File: src/rtl/servo_slew_ctrl_pkg.sv
// Shared definitions for the servo slew controller: angle range, FSM states
// and the small input-conditioning helpers applied when a target is accepted.
package servo_pkg;

   localparam int                 ANGLE_W   = 9;
   localparam logic [ANGLE_W-1:0] MAX_ANGLE = 9'd180;

   typedef enum logic [1:0] {
      ST_IDLE = 2'd0,
      ST_MOVE = 2'd1,
      ST_HOLD = 2'd2
   } state_t;

   // Requested angles beyond the mechanical range are pinned to the end stop.
   function automatic logic [ANGLE_W-1:0] clamp_angle(input logic [ANGLE_W-1:0] a);
      if (a > MAX_ANGLE) begin
         return MAX_ANGLE;
      end else begin
         return a;
      end
   endfunction

   // A zero step would never converge, so it is promoted to one degree.
   function automatic logic [3:0] eff_step(input logic [3:0] s);
      if (s == 4'd0) begin
         return 4'd1;
      end else begin
         return s;
      end
   endfunction

endpackage

File: src/rtl/servo_slew_ctrl_if.sv
// Target handshake and status bundle between the requester and the slew
// controller. The requester side is the master.
interface servo_slew_ctrl_if;
   import servo_pkg::*;

   logic [ANGLE_W-1:0] tgt_angle;
   logic [3:0]         tgt_step;
   logic               tgt_valid;
   logic               tgt_ready;
   logic [ANGLE_W-1:0] angle;
   logic               busy;
   logic               done;
   logic               frame_tick;

   modport master (
      output tgt_angle, tgt_step, tgt_valid,
      input  tgt_ready, angle, busy, done, frame_tick
   );

   modport slave (
      input  tgt_angle, tgt_step, tgt_valid,
      output tgt_ready, angle, busy, done, frame_tick
   );

endinterface

File: src/rtl/servo_slew_ctrl_frame_tick.sv
// Free-running servo frame counter; tick marks the last cycle of each frame.
module servo_frame_tick #(
   parameter int FRAME_CYCLES = 2_000_000
) (
   input  logic clk,
   input  logic clr,
   output logic tick
);

   localparam int CNT_W = (FRAME_CYCLES > 1) ? $clog2(FRAME_CYCLES) : 1;
   localparam logic [CNT_W-1:0] CNT_LAST = CNT_W'(FRAME_CYCLES - 1);

   logic [CNT_W-1:0] r_count;

   // Count 0..FRAME_CYCLES-1 and wrap, independent of controller state.
   always_ff @(posedge clk or posedge clr) begin
      if (clr) begin
         r_count <= '0;
      end else if (r_count == CNT_LAST) begin
         r_count <= '0;
      end else begin
         r_count <= r_count + CNT_W'(1);
      end
   end

   assign tick = (r_count == CNT_LAST);

endmodule

File: src/rtl/servo_slew_ctrl.sv
// Servo slew-rate controller: accepts a target angle and moves the commanded
// angle toward it by a bounded step once per frame, then waits a number of
// settle frames before signalling done.
module servo_slew_ctrl
   import servo_pkg::*;
#(
   parameter int FRAME_CYCLES = 2_000_000,
   parameter int HOLD_FRAMES  = 5,
   parameter int RESET_ANGLE  = 90
) (
   input  logic              clk,
   input  logic              clr,
   servo_slew_ctrl_if.slave  bus
);

   localparam int HOLD_W = (HOLD_FRAMES > 1) ? $clog2(HOLD_FRAMES) : 1;
   localparam logic [HOLD_W-1:0] HOLD_LAST = HOLD_W'((HOLD_FRAMES > 0) ? HOLD_FRAMES - 1 : 0);
   localparam logic [ANGLE_W-1:0] ANGLE_RST = ANGLE_W'(RESET_ANGLE);

   state_t             r_state, w_state_nxt;
   logic [ANGLE_W-1:0] r_angle, w_angle_nxt;
   logic [ANGLE_W-1:0] r_target, w_target_nxt;
   logic [3:0]         r_step, w_step_nxt;
   logic [HOLD_W-1:0]  r_hold_cnt, w_hold_nxt;
   logic               r_done_idle, w_done_idle_nxt;
   logic               w_done_now;

   logic               w_tick;
   logic               w_accept;
   logic [ANGLE_W-1:0] w_tgt_clamped;
   logic [3:0]         w_tgt_step_eff;
   logic signed [9:0]  w_diff;
   logic [9:0]         w_dist;
   logic [ANGLE_W-1:0] w_slew_angle;

   servo_frame_tick #(.FRAME_CYCLES(FRAME_CYCLES)) u_frame (
      .clk  (clk),
      .clr  (clr),
      .tick (w_tick)
   );

   assign w_accept       = bus.tgt_valid & bus.tgt_ready;
   assign w_tgt_clamped  = clamp_angle(bus.tgt_angle);
   assign w_tgt_step_eff = eff_step(bus.tgt_step);

   // Signed distance to the target in 10 bits so no operand combination wraps;
   // the final add/sub cannot leave 0..180 because it never passes the target.
   assign w_diff       = $signed({1'b0, r_target}) - $signed({1'b0, r_angle});
   assign w_dist       = w_diff[9] ? $unsigned(-w_diff) : $unsigned(w_diff);
   assign w_slew_angle = (w_dist <= {6'd0, r_step}) ? r_target :
                         (w_diff[9] ? (r_angle - {5'd0, r_step})
                                    : (r_angle + {5'd0, r_step}));

   // Next-state and datapath decisions; a coinciding accept only changes the
   // target for later ticks and suppresses settling on the old target.
   always_comb begin
      w_state_nxt     = r_state;
      w_angle_nxt     = r_angle;
      w_target_nxt    = r_target;
      w_step_nxt      = r_step;
      w_hold_nxt      = r_hold_cnt;
      w_done_idle_nxt = 1'b0;
      w_done_now      = 1'b0;

      if (w_accept) begin
         w_target_nxt = w_tgt_clamped;
         w_step_nxt   = w_tgt_step_eff;
      end else begin
         w_target_nxt = r_target;
      end

      case (r_state)
         ST_IDLE: begin
            if (w_accept) begin
               if (w_tgt_clamped == r_angle) begin
                  w_done_idle_nxt = 1'b1;
               end else begin
                  w_state_nxt = ST_MOVE;
               end
            end else begin
               w_state_nxt = ST_IDLE;
            end
         end
         ST_MOVE: begin
            if (w_tick) begin
               w_angle_nxt = w_slew_angle;
               if ((w_slew_angle == r_target) && !w_accept) begin
                  if (HOLD_FRAMES == 0) begin
                     w_state_nxt = ST_IDLE;
                     w_done_now  = 1'b1;
                  end else begin
                     w_state_nxt = ST_HOLD;
                     w_hold_nxt  = '0;
                  end
               end else begin
                  w_state_nxt = ST_MOVE;
               end
            end else begin
               w_state_nxt = ST_MOVE;
            end
         end
         ST_HOLD: begin
            if (w_tick) begin
               if (r_hold_cnt == HOLD_LAST) begin
                  w_state_nxt = ST_IDLE;
                  w_done_now  = 1'b1;
               end else begin
                  w_hold_nxt = r_hold_cnt + HOLD_W'(1);
               end
            end else begin
               w_state_nxt = ST_HOLD;
            end
         end
         default: begin
            w_state_nxt = ST_IDLE;
         end
      endcase
   end

   // Controller state and datapath registers; reset abandons any move silently.
   always_ff @(posedge clk or posedge clr) begin
      if (clr) begin
         r_state     <= ST_IDLE;
         r_angle     <= ANGLE_RST;
         r_target    <= ANGLE_RST;
         r_step      <= 4'd1;
         r_hold_cnt  <= '0;
         r_done_idle <= 1'b0;
      end else begin
         r_state     <= w_state_nxt;
         r_angle     <= w_angle_nxt;
         r_target    <= w_target_nxt;
         r_step      <= w_step_nxt;
         r_hold_cnt  <= w_hold_nxt;
         r_done_idle <= w_done_idle_nxt;
      end
   end

   assign bus.angle      = r_angle;
   assign bus.busy       = (r_state != ST_IDLE);
   assign bus.tgt_ready  = (r_state != ST_HOLD);
   assign bus.done       = r_done_idle | w_done_now;
   assign bus.frame_tick = w_tick;

endmodule
File: src/flat_wrapper.sv
// flat-port wrapper written by rule: the top's interface ports become plain ports
module servo_slew_ctrl_flat import servo_pkg::*;
#(
   parameter int FRAME_CYCLES = 2_000_000,
   parameter int HOLD_FRAMES  = 5,
   parameter int RESET_ANGLE  = 90
)
  (clk, clr, bus_tgt_angle, bus_tgt_step, bus_tgt_valid, bus_tgt_ready, bus_angle, bus_busy, bus_done, bus_frame_tick);
  servo_slew_ctrl_if bus_i ();
  input  logic clk;
  input  logic clr;
  input wire logic [$bits(bus_i.tgt_angle)-1:0] bus_tgt_angle;
  input wire logic [$bits(bus_i.tgt_step)-1:0] bus_tgt_step;
  input wire logic [$bits(bus_i.tgt_valid)-1:0] bus_tgt_valid;
  output wire logic [$bits(bus_i.tgt_ready)-1:0] bus_tgt_ready;
  output wire logic [$bits(bus_i.angle)-1:0] bus_angle;
  output wire logic [$bits(bus_i.busy)-1:0] bus_busy;
  output wire logic [$bits(bus_i.done)-1:0] bus_done;
  output wire logic [$bits(bus_i.frame_tick)-1:0] bus_frame_tick;
  assign bus_i.tgt_angle = bus_tgt_angle;
  assign bus_i.tgt_step = bus_tgt_step;
  assign bus_i.tgt_valid = bus_tgt_valid;
  assign bus_tgt_ready = bus_i.tgt_ready;
  assign bus_angle = bus_i.angle;
  assign bus_busy = bus_i.busy;
  assign bus_done = bus_i.done;
  assign bus_frame_tick = bus_i.frame_tick;
  servo_slew_ctrl #(.FRAME_CYCLES(FRAME_CYCLES), .HOLD_FRAMES(HOLD_FRAMES), .RESET_ANGLE(RESET_ANGLE)) u_core (.clk(clk), .clr(clr), .bus(bus_i));
endmodule
File: config.mk
export PLATFORM = sky130hd
export DESIGN_NAME = servo_slew_ctrl_flat
export DESIGN_NICKNAME = d
export VERILOG_FILES = /design/src/rtl/servo_slew_ctrl_pkg.sv /design/src/rtl/servo_slew_ctrl_if.sv /design/src/rtl/servo_slew_ctrl_frame_tick.sv /design/src/rtl/servo_slew_ctrl.sv /design/src/flat_wrapper.sv
export SDC_FILE = /design/constraint.sdc
export NUM_CORES = 1
export LEC_CHECK = 0
export CORE_ASPECT_RATIO = 2
export CORE_MARGIN = 2
export CORE_UTILIZATION = 35
export DETAILED_ROUTE_END_ITERATION = 7
export DONT_BUFFER_PORTS = 1
export GPL_TIMING_DRIVEN = 0
export PLACE_DENSITY_LB_ADDON = 0.3
export SYNTH_ARGS = -nofsm -noshare
export SYNTH_HDL_FRONTEND = slang
export SYNTH_SLANG_ARGS = --single-unit
File: constraint.sdc
create_clock -name clk -period 8.37 [get_ports clk]
set_input_delay 0.837 -clock clk [delete_from_list [all_inputs] [get_ports clk]]
set_output_delay 0.837 -clock clk [all_outputs]
set_load 0.02 [all_outputs]
; ---- Word-level counts from Yosys, hierarchy flattened
; Cells that the tools add are included.
[op_classes]
order_cmp = 2
n_mux = 24
n_eq_ne = 13
bitwise = 2
reduce_logical = 9
addsub = 6
[op_table]
columns = op, n
row1 = two-way mux 9 bit, 3
row2 = "adder 21 x 1 -> 21 bit, second input constant", 1
row3 = "equality test 21 bit, second input constant", 1
row4 = two-way mux 21 bit, 1
row5 = equality test 9 bit, 2
row6 = two-way mux 2 bit, 6
row7 = two-way mux 3 bit, 4
row8 = <= comparator 10 x 4 -> 1 bit, 1
row9 = two-way mux 10 bit, 1
row10 = negation 10 bit, 1
row11 = subtractor 9 x 9 -> 10 bit, 1
row12 = adder 9 x 4 -> 9 bit, 1
row13 = "greater-than comparator 9 x 8 -> 1 bit, second input constant", 1
row14 = subtractor 9 x 4 -> 9 bit, 1
row15 = "!= test 2 bit, second input constant", 4
row16 = two-way mux 1 bit, 6
row17 = one-hot mux 2 bit (3 select lines), 1
row18 = one-hot mux 3 bit (2 select lines), 1
row19 = AND reduction 5 bit, 1
row20 = logical NOT 4 bit, 1
row21 = two-way mux 4 bit, 1
row22 = AND reduction 2 bit, 2
row23 = nonzero test 2 bit, 2
row24 = "adder 3 x 1 -> 3 bit, second input constant", 1
row25 = other kinds (11), 11
[word_totals]
out_inout_bits = 13
inputBits = 16
reg_bits = 49
word_cells = 63

; ---- Depth between registers and ports, before layout
; Gate-level depths: netlist of the first run.
[depth]
word_depth = 10
ltp_mapped = 20

; ---- Cells and area by module
; Synthesis of the first run repeated with hierarchy kept, for this count alone.
[unflattened]
cells_unflattened = 454
hier_area_um2 = 3868.7
[modules_own_cells]
columns = module, instances, seq_area_each_um2, area_per_inst_um2, cells_per_inst
row1 = servo_slew_ctrl, 1, 711.9, 2872.8, 358
row2 = servo_frame_tick, 1, 525.5, 996.0, 96

; ---- Worst setup path after synthesis of the first run
; OpenSTA, ideal clock, no wires.
[synth_path]
path_kind = reg-to-reg
start = register u_core.r_angle[1] (netlist: u_core.bus.angle[1])
end = register u_core.r_state[0]
required_time_ps = 8266
setup_slack_ps = 3705
path_stages_with_launch = 18
setup_ps = 104
arrival_time_ps = 4561
period_less_slack_ps = 4665
cell_sequence = dfstp_2 -> inv_1 -> ha_1 -> nor2b_1 -> o2111a_1 -> o21a_1 -> nor2_1 -> mux2i_1 -> fa_1 -> a211oi_1 -> nor3b_1 -> nor3_1 -> o31ai_1 -> xnor3_1 -> and4b_1 -> o21bai_2 -> nand2_1 -> a221oi_1
[synth_between]
elab_chain_len = 10
word_cells_on_any_way = 16
classes_between = add/sub: 4 / order compare: 1 / eq/ne: 3 / mux: 6 / reduce/logical: 2
[synth_lines]
columns = element, line_no
row1 = "start, declared", servo_slew_ctrl.sv:21  ; logic [ANGLE_W-1:0] r_angle, w_angle_nxt;
row2 = "start signal, assigned", servo_slew_ctrl.sv:131  ; r_angle <= w_angle_nxt;
row3 = subtractor 9 x 9 -> 10 bit, servo_slew_ctrl.sv:48  ; assign w_diff = $signed({1'b0, r_target}) - $signed({1'b0, r_angle});
row4 = negation 10 bit, servo_slew_ctrl.sv:49  ; assign w_dist = w_diff[9] ? $unsigned(-w_diff) : $unsigned(w_diff);
row5 = two-way mux 10 bit, servo_slew_ctrl.sv:49
row6 = <= comparator 10 x 4 -> 1 bit, servo_slew_ctrl.sv:50  ; assign w_slew_angle = (w_dist <= {6'd0, r_step}) ? r_target :
row7 = two-way mux 9 bit, servo_slew_ctrl.sv:50
row8 = equality test 9 bit, servo_slew_ctrl.sv:87  ; if ((w_slew_angle == r_target) && !w_accept) begin
row9 = logical AND 1 bit, servo_slew_ctrl.sv:87
row10 = two-way mux 2 bit, servo_slew_ctrl.sv:87
row11 = two-way mux 2 bit, servo_slew_ctrl.sv:85  ; if (w_tick) begin
row12 = one-hot mux 2 bit (3 select lines), servo_slew_ctrl.sv:72  ; case (r_state)
row13 = "end signal, assigned", servo_slew_ctrl.sv:130  ; r_state <= w_state_nxt;
row14 = "end, declared", servo_slew_ctrl.sv:20  ; state_t r_state, w_state_nxt;
; Several ways; a longest one is shown, not always the timed one.
; A chain may end at the register's enable or synchronous reset.

; ---- Final worst setup path of the first run
[layout_path]
start = register u_core.r_angle[1] (netlist: u_core.bus.angle[1])
end = register u_core.r_hold_cnt[2]
[layout_between]
elab_chain_len = 9
word_cells_on_any_way = 12
classes_between = add/sub: 4 / order compare: 1 / eq/ne: 2 / mux: 3 / reduce/logical: 2
[layout_lines]
columns = element, line_no
row1 = subtractor 9 x 9 -> 10 bit, servo_slew_ctrl.sv:48
row2 = negation 10 bit, servo_slew_ctrl.sv:49
row3 = two-way mux 10 bit, servo_slew_ctrl.sv:49
row4 = <= comparator 10 x 4 -> 1 bit, servo_slew_ctrl.sv:50
row5 = two-way mux 9 bit (*), servo_slew_ctrl.sv:50
row6 = equality test 9 bit (*), servo_slew_ctrl.sv:87
row7 = logical AND 1 bit (*), servo_slew_ctrl.sv:87
row8 = != test 2 x 1 -> 1 bit (no source line) (*), n/a
row9 = AND reduction 5 bit (no source line) (*), n/a
row10 = "end signal, assigned", servo_slew_ctrl.sv:134  ; r_hold_cnt <= w_hold_nxt;
row11 = "end, declared", servo_slew_ctrl.sv:24  ; logic [HOLD_W-1:0] r_hold_cnt, w_hold_nxt;
; Every way passes the cells marked *; elsewhere a longest branch is shown, timed or not.

==> results.cfg, run 1 <==
[clock_network]
cts_root_buf = clkbuf_16
clk_pin_slew_worst_paths_ns = 0.07
worstSkewPairLatency_ns = 0.30
cts_buffers = 5
clk_path_buf_depth = 2
cts_setup_buffers = 0
htree_levels = 2
cts_tree = done
clock-sinks = 49
cts_resized = 0
ctsHoldBuffers = 0

[min_path]
hold_path.class = in2async

[timing]
setup_tns_ns = 0
max_freq_ghz = 0.1799
drv_slew = 0
setup_viol = 0
fin_crit_sh_pct = 66.42
layout_setup_ws_ns = 2.811
rsz0062_at_grt = false
finalHoldViolations = 0
maxSlewHeadroom_pct = 36.21
fin_skew_ns = 0.01287
worst_pin_slew_ns = 0.9495
period_minus_slack_ns = 5.559

[placed_design]
gp_congestion = 0.9261
io_buffer_count = 0
dp_hpwl_um = 8699
pre_cts_ws_ns = 2.857

[logic_synthesis]
synth.distinct_cells = 64
ys_top_cells_by_area = dfrtp_1, ha_1, dfstp_2
synth-main-ff-cell = dfrtp_1
synth.top_cell.area_share_pct = 25.32
yosysMostFrequentCell = nand2_1
netlist_area_um2 = 3953
async_reset_ff_share_pct = 100.0
synth_warnings = 0
synthTopCellsByCount = nand2_1, nor2_1, dfrtp_1
synth-seq-cells = 49
synth_seq_area_share_pct = 31.31
syn_inst = 465
synth.avg_cell_area_um2 = 8.500
synthesis.nets = 514
yosysTopAreaCell = dfrtp_1
synth_edf_count = 0

[floorplan]
core-area_um2 = 10950
die_area_um2 = 12210
ios = 29
rows = 54
die_h_um = 154.3
die_x_um = 79.15
start_util_pct = 36.11

[setup_path]
critPathLaunchType = flop
crit_required_ns = 8.57
critPathMaxStageDelay_ns = 0.69
worstPathArrival_ns = 5.76
slowest_stage = dfstp_2
endpoint_kind = flop
cp_cell_sequence = inv_1, ha_1, nor2b_1, o2111a_1, o21a_1, nor2_1, mux2i_1, fa_1, a211oi_1, nor3b_1, nor3_1, a22o_1, a2111oi_0, and4b_1, o21bai_2, a2111o_1, o211ai_1
crit_path_max_fanout = 7
criticalPathCategory = reg2reg
critPathBufInv = 1
path_delay_family = compound AO/OA/AOI/OAI gates

[grt]
grt_max_degree = 30
grt_overflow = 0
antenna_found_initial = 0
grt_pass1_vias = 3609
grt_pass1_wl_um = 17460
track_usage_pct = 18.20

[final_layout]
drive_gt1_share_pct = 6.118
area_delta_synth_final_pct = 9.275
diodes = 0
regArea_um2 = 1237
nets = 522
multiInputGateArea_um2 = 2530
fillers = 1131

[route]
ant_nets = 0
viasPerCell = 5.596
routed_wl_um = 10630
num_vias = 3436
drc = 0
first_pass_iters = 4
drtIter0Drc = 109
wl_per_cell_um = 17.31

[power]
power_density_nw_per_um2 = 135.1
ir_drop_mv = 0.1156
leakage_nw = 1.855

[run_status]
run_status = completed

[run]
drv_cap = 0
## cell usage in the layout (no fill, tap or decap), types with 5 or more instances in the layout
cell type / n
a211oi_1: 5
a21oi_1: 25
and3_1: 9
and4_1: 6
clkbuf_1: 10
clkbuf_16: 5
dfrtp_1: 40
dfstp_2: 9
ha_1: 31
inv_1: 31
mux2i_1: 9
nand2_1: 49
nand2b_1: 5
nand3_1: 9
nand4_1: 7
nor2_1: 45
nor2b_1: 8
nor3_1: 17
o21a_1: 7
o21ai_0: 33
xnor2_1: 24
xor2_1: 16
## sequential cells by signal, indices dropped and copies added (netlist names)
register / count
u_core.u_frame.r_count: 21
u_core.r_step: 4
u_core.r_state: 2
u_core.r_hold_cnt: 3
u_core.r_target: 9
u_core.bus.angle: 9
u_core.r_done_idle: 1
## where the power goes
group	total, mW	internal (mW)	switching, mW
Sequential	0.244	0.240	0.00369
Combinational	0.105	0.0425	0.0630
Clock	0.234	0.142	0.0922
Total	0.583	0.424	0.159
## final timing paths
kind                                            from                         to  slack, ns  cells after the start
min reg2reg                u_core.u_frame.r_count[4]  u_core.u_frame.r_count[4]       0.51                      1
min in group clk           u_core.u_frame.r_count[4]  u_core.u_frame.r_count[4]       0.51                      1
min                                              clr        u_core.bus.angle[5]       0.44                      1
max reg2reg                      u_core.bus.angle[1]       u_core.r_hold_cnt[2]       2.81                     17
max                              u_core.bus.angle[1]       u_core.r_hold_cnt[2]       2.81                     17
max in group asynchronous                        clr         u_core.r_target[3]       7.32                      2
## per-layer routing
metal  vias to the layer above  global-route usage [%]  part of all wire [%]
met5                         -                       0                     0
met4                         0                   10.10                   4.5
met3                        28                   2.684                   3.4
met2                        56                   36.32                    59
met1                      1668                   16.63                    34
li1                       1684                       -                     -
## through the flow
step	util (%)	cell area (µm²)	hold slack, ns	power [mW]	instances
after floorplan	-	3953	0.4530	0.3276	465
after global placement	37.71	4128	0.4705	0.3494	605
after detailed placement	37.89	4148	0.4907	0.3536	606
after CTS	39.46	4319	0.4494	0.5894	614
after global routing	39.46	4319	0.4671	0.6104	614
final	39.46	4319	0.4421	0.5833	614
## final cells by class
type	instances	area share (%)
plain buffers	14	1.506
well taps	140	4.056
clock buffers	5	2.897
flip-flops and latches	49	28.65
repair buffers	1	0.4635
inverters	32	2.781
multi-input cells	370	58.57
clock inverters	3	1.072
## cells by family (layout without fill, tap and decap cells)
group / count (synthesis) / after routing / synth area share [%]
buffers and inverters: 46 / 55 / 4.685
DFF: 49 / 49 / 31.31
AOI/OAI and AO/OA: 114 / 114 / 19.75
muxes: 9 / 9 / 2.279
and+or+nand+nor: 173 / 173 / 21.72
xor gates and xnor gates: 41 / 41 / 9.433
adders and majority gates: 33 / 33 / 10.83
Power figures use the tool's default switching activity.
==> run 2: changes to the inputs <==
clock period = 5.3 ns   (was 8.37 ns; I/O delays follow)
==> run 2 against run 1 <==
Compared with the run above:
- setup slack lost 2.5 ns
- combinational power is 68% higher
- clock power increased by 58%
- sequential share of layout area down 0.38 points
- largest power group unchanged
==> results.cfg, run 2 (synthesis gave the netlist of run 1 again) <==
[floorplan]
start_util_pct = 36.11
core-area_um2 = 10950
rows = 54
die_x_um = 79.15
die_area_um2 = 12210
ios = 29
die_h_um = 154.3

[clock_network]
cts_tree = done
clock-sinks = 49
htree_levels = 2
cts_buffers = 5
clk_pin_slew_worst_paths_ns = 0.07
cts_setup_buffers = 0
worstSkewPairLatency_ns = 0.30
ctsHoldBuffers = 0
cts_root_buf = clkbuf_16
clk_path_buf_depth = 2

[final_layout]
area_delta_synth_final_pct = 10.76
final_common_cell = nand2_1
top_register = u_core.u_frame.r_count
regArea_um2 = 1237
fin_cells = 614
final_util_pct = 40.00
final_cell_mix = nand2_1, nor2_1, dfrtp_1
drive_gt1_share_pct = 8.228
diodes = 0
largest_register_ffs = 21
postLayoutCellArea_um2 = 4378
nets = 522
multiInputGateArea_um2 = 2589
fillers = 1131

[run_status]
run_status = completed

[timing]
fin_skew_ns = 0.01278
setup_tns_ns = 0
period_minus_slack_ns = 5.000
rsz0062_at_grt = false
max_freq_ghz = 0.2000
worst_pin_slew_ns = 0.9515
layout_setup_ws_ns = 0.3003
finalHoldViolations = 0
drv_slew = 0
fin_crit_sh_pct = 94.33
setup_viol = 0
fin_hold_ws_ns = 0.1343
maxSlewHeadroom_pct = 36.08

[grt]
grt_pass1_vias = 3611
grt_max_degree = 30
grt_overflow = 0
track_usage_pct = 18.23
grt_pass1_wl_um = 17480
antenna_found_initial = 0

[min_path]
hold_path.class = in2async

[setup_path]
criticalPathCategory = reg2reg
critPathLaunchType = flop
slowest_stage = dfstp_2
worstPathArrival_ns = 5.20
critPathMaxStageDelay_ns = 0.69
crit_path_max_fanout = 7
endpoint_kind = flop
cp_cell_sequence = inv_1, ha_1, nor2b_1, o2111a_1, o21a_1, nor2_4, mux2i_2, fa_1, xor2_1, xor2_1, a2111oi_2, nand4_1, a2111oi_2, and4b_1, o21bai_2, a2111o_1, o211ai_1
crit_required_ns = 5.50

[route]
ant_nets = 0
first_pass_iters = 4
routed_wl_um = 10670
num_vias = 3430
drtIter0Drc = 96
drc = 0
wl_per_cell_um = 17.38
viasPerCell = 5.586

[power]
power_density_nw_per_um2 = 212.4
leakage_nw = 1.867
ir_drop_mv = 0.1827
finalPower_mw = 0.9301

[placed_design]
dp_cells = 606
place_area_um2 = 4148
gp_congestion = 0.9261
pre_cts_ws_ns = -0.2130
io_buffer_count = 0
dp_hpwl_um = 8699

[run]
drv_cap = 0
## run 2: power by group
part / switching, mW / internal, mW
combinational: 0.105 / 0.0707
clock: 0.145 / 0.223
sequential: 0.00595 / 0.380
total: 0.256 / 0.674
## run 2: critical path, delay by kind of cell, from the launching register on
family	cells	cell delay, ns
compound gates	7	1.91
xor+xnor	2	0.37
fa+ha+maj	2	0.60
buf+inv	1	0.15
flops	1	0.69
mux	1	0.31
simple gates	4	0.85
## run 2: what timing repair did
item,CTS,global route
pin swaps,0,1
gates resized for setup,3,12
setup endpoints to repair,5,5
## run 2: worst paths after layout
path                                                start                         to  slack, ns  cells after the start
worst max-delay path                  u_core.bus.angle[1]       u_core.r_hold_cnt[2]       0.30                     17
worst min-delay path                                  clr        u_core.bus.angle[5]       0.13                      1
worst max register to register        u_core.bus.angle[1]       u_core.r_hold_cnt[2]       0.30                     17
worst min register to register  u_core.u_frame.r_count[4]  u_core.u_frame.r_count[4]       0.51                      1
max in group asynchronous                             clr         u_core.r_target[3]       4.56                      2
min in group clk                         bus_tgt_angle[1]         u_core.r_target[1]       0.33                      2
## run 2: metal layers
metal	share of wire [%]	GRT usage, %
met1	34	16.67
met2	58	36.36
met3	3.1	2.684
met4	4.9	10.10
met5	0	0
## run 2: area by class of cell
type	instances	share of cell area (%)
Sequential cell	49	28.27
Timing Repair Buffer	1	0.4573
Clock inverter	3	1.057
Buffer	14	1.486
Inverter	32	2.744
Clock buffer	5	2.858
Multi-Input combinational cell	370	59.13
Tap cell	140	4.001
==> run 3: changes to the inputs <==
CORE_ASPECT_RATIO = 1.1   (was 2)
DONT_BUFFER_PORTS = default   (was 1)
==> run 3 against run 2 <==
Compared with the run above:
- non-clock buffer count is 27 higher
- count of clock-buffer cells in the layout is 1 higher
- clock skew is 0.0012 ns higher
- register-to-register slack better by 0.05 ns
- sequential share of layout area is 1.4 points lower
- cell area is 5.4% higher
- critical endpoint unchanged
- largest cell class unchanged
==> results.cfg, run 3 (synthesis gave the netlist of run 1 again) <==
[run]
drv_cap = 0

[route]
num_vias = 3419
drtIter0Drc = 138
routed_wl_um = 9734
ant_nets = 0
first_pass_iters = 4
wl_per_cell_um = 15.02
drc = 0
viasPerCell = 5.276

[grt]
grt_max_degree = 38
grt_overflow = 0
antenna_found_initial = 0
track_usage_pct = 16.57
grt_pass1_wl_um = 16430
grt_pass1_vias = 3494

[floorplan]
ios = 29
die_x_um = 105.3
die_area_um2 = 12160
rows = 40
start_util_pct = 36.06
core-area_um2 = 10960
die_h_um = 115.5

[setup_path]
crit_path_max_fanout = 7
critPathBufInv = 1
slowest_stage = dfstp_2
criticalPathCategory = reg2reg
worstPathArrival_ns = 5.16
path_delay_family = compound AO/OA/AOI/OAI gates
cp_cell_sequence = inv_1, ha_1, nor2b_1, o2111a_1, o21a_1, nor2_4, mux2i_2, fa_1, xnor2_1, nand2_1, a2111oi_0, nand4_1, a2111oi_2, and4b_1, o21bai_2, a2111o_1, o211ai_1
critPathLaunchType = flop
critPathMaxStageDelay_ns = 0.63
crit_required_ns = 5.51
endpoint_kind = flop

[power]
ir_drop_mv = 0.1204
leakage_nw = 1.957
power_density_nw_per_um2 = 195.0

[final_layout]
nets = 549
fin_cells = 648
diodes = 0
top_register = u_core.u_frame.r_count
largest_register_ffs = 21
area_delta_synth_final_pct = 16.75
final_cell_mix = nand2_1, nor2_1, dfrtp_1
postLayoutCellArea_um2 = 4614
final_common_cell = nand2_1
drive_gt1_share_pct = 6.786
final_util_pct = 42.10

[clock_network]
cts_tree = done
cts_buffers = 5
clk_path_buf_depth = 2
worstSkewPairLatency_ns = 0.30
cts_root_buf = clkbuf_16
cts_setup_buffers = 0
ctsHoldBuffers = 0
clock-sinks = 49
clk_pin_slew_worst_paths_ns = 0.08
htree_levels = 2

[timing]
drv_slew = 0
finalHoldViolations = 0
maxSlewHeadroom_pct = 47.14
max_freq_ghz = 0.2022
worst_pin_slew_ns = 0.7869
setup_viol = 0
fin_crit_sh_pct = 93.30
fin_skew_ns = 0.01396
period_minus_slack_ns = 4.945
rsz0062_at_grt = false

[run_status]
run_status = completed

[min_path]
hold_path.class = in2async

[placed_design]
gp_congestion = 0.8573
dp_cells = 641
io_buffer_count = 28
place_area_um2 = 4437
dp_hpwl_um = 7665
-- run 3: timing repair --
item | CTS | global route
gates resized for setup | 2 | 6
setup endpoints to repair | 4 | 5
pin swaps | 0 | 1
-- run 3: final cells by class --
cell class              count  area, µm²
clock inverters             2      13.76
repair buffers             29      300.3
flip-flops and latches     49       1237
multi-input cells         370       2559
inverters                  32      120.1
plain buffers              13      61.31
clock buffers               6      138.9
fillers                  1103       6346
well taps                 147      183.9
-- run 3: layer usage --
layer  up-vias  track usage, %  wire length (µm)
met5         -               0                 0
met1      1650           20.05              4356
met3         7           2.925               278
met2        33           30.88              5004
li1       1729               -                 -
met4         0           3.467                94
-- run 3: path summary, 6_finish.rpt --
check	startpoint	to	slack [ns]	depth (start not counted)
max in group asynchronous	clr	u_core.bus.angle[6]	4.24	3
worst max register to register	u_core.bus.angle[1]	u_core.r_hold_cnt[2]	0.36	17
worst max-delay path	u_core.bus.angle[1]	u_core.r_hold_cnt[2]	0.36	17
worst min-delay path	clr	u_core.u_frame.r_count[13]	0.50	2
worst min register to register	u_core.bus.angle[3]	u_core.bus.angle[3]	0.52	2
min in group clk	u_core.bus.angle[3]	u_core.bus.angle[3]	0.52	2
-- run 3: metrics by stage --
stage	setup WS, ns	hold slack (ns)	setup TNS, ns	total power [mW]
CTS	0.05795	0.5070	0	0.9054
global route	0.001718	0.5297	0	0.9413
floorplan	0.6348	0.4530	0	0.5174
global placement	-0.1051	0.4843	-0.2913	0.5595
detailed placement	-0.1285	0.5058	-0.3945	0.5663
finish	0.3551	0.4959	0	0.8999
-- run 3: power by group --
part	internal (mW)	switching, mW	leakage (nW)	total, mW
sequential	0.380	0.00621	0.599	0.386
clock	0.188	0.148	0.0768	0.336
combinational	0.0785	0.0993	1.28	0.178
total	0.646	0.253	1.96	0.900
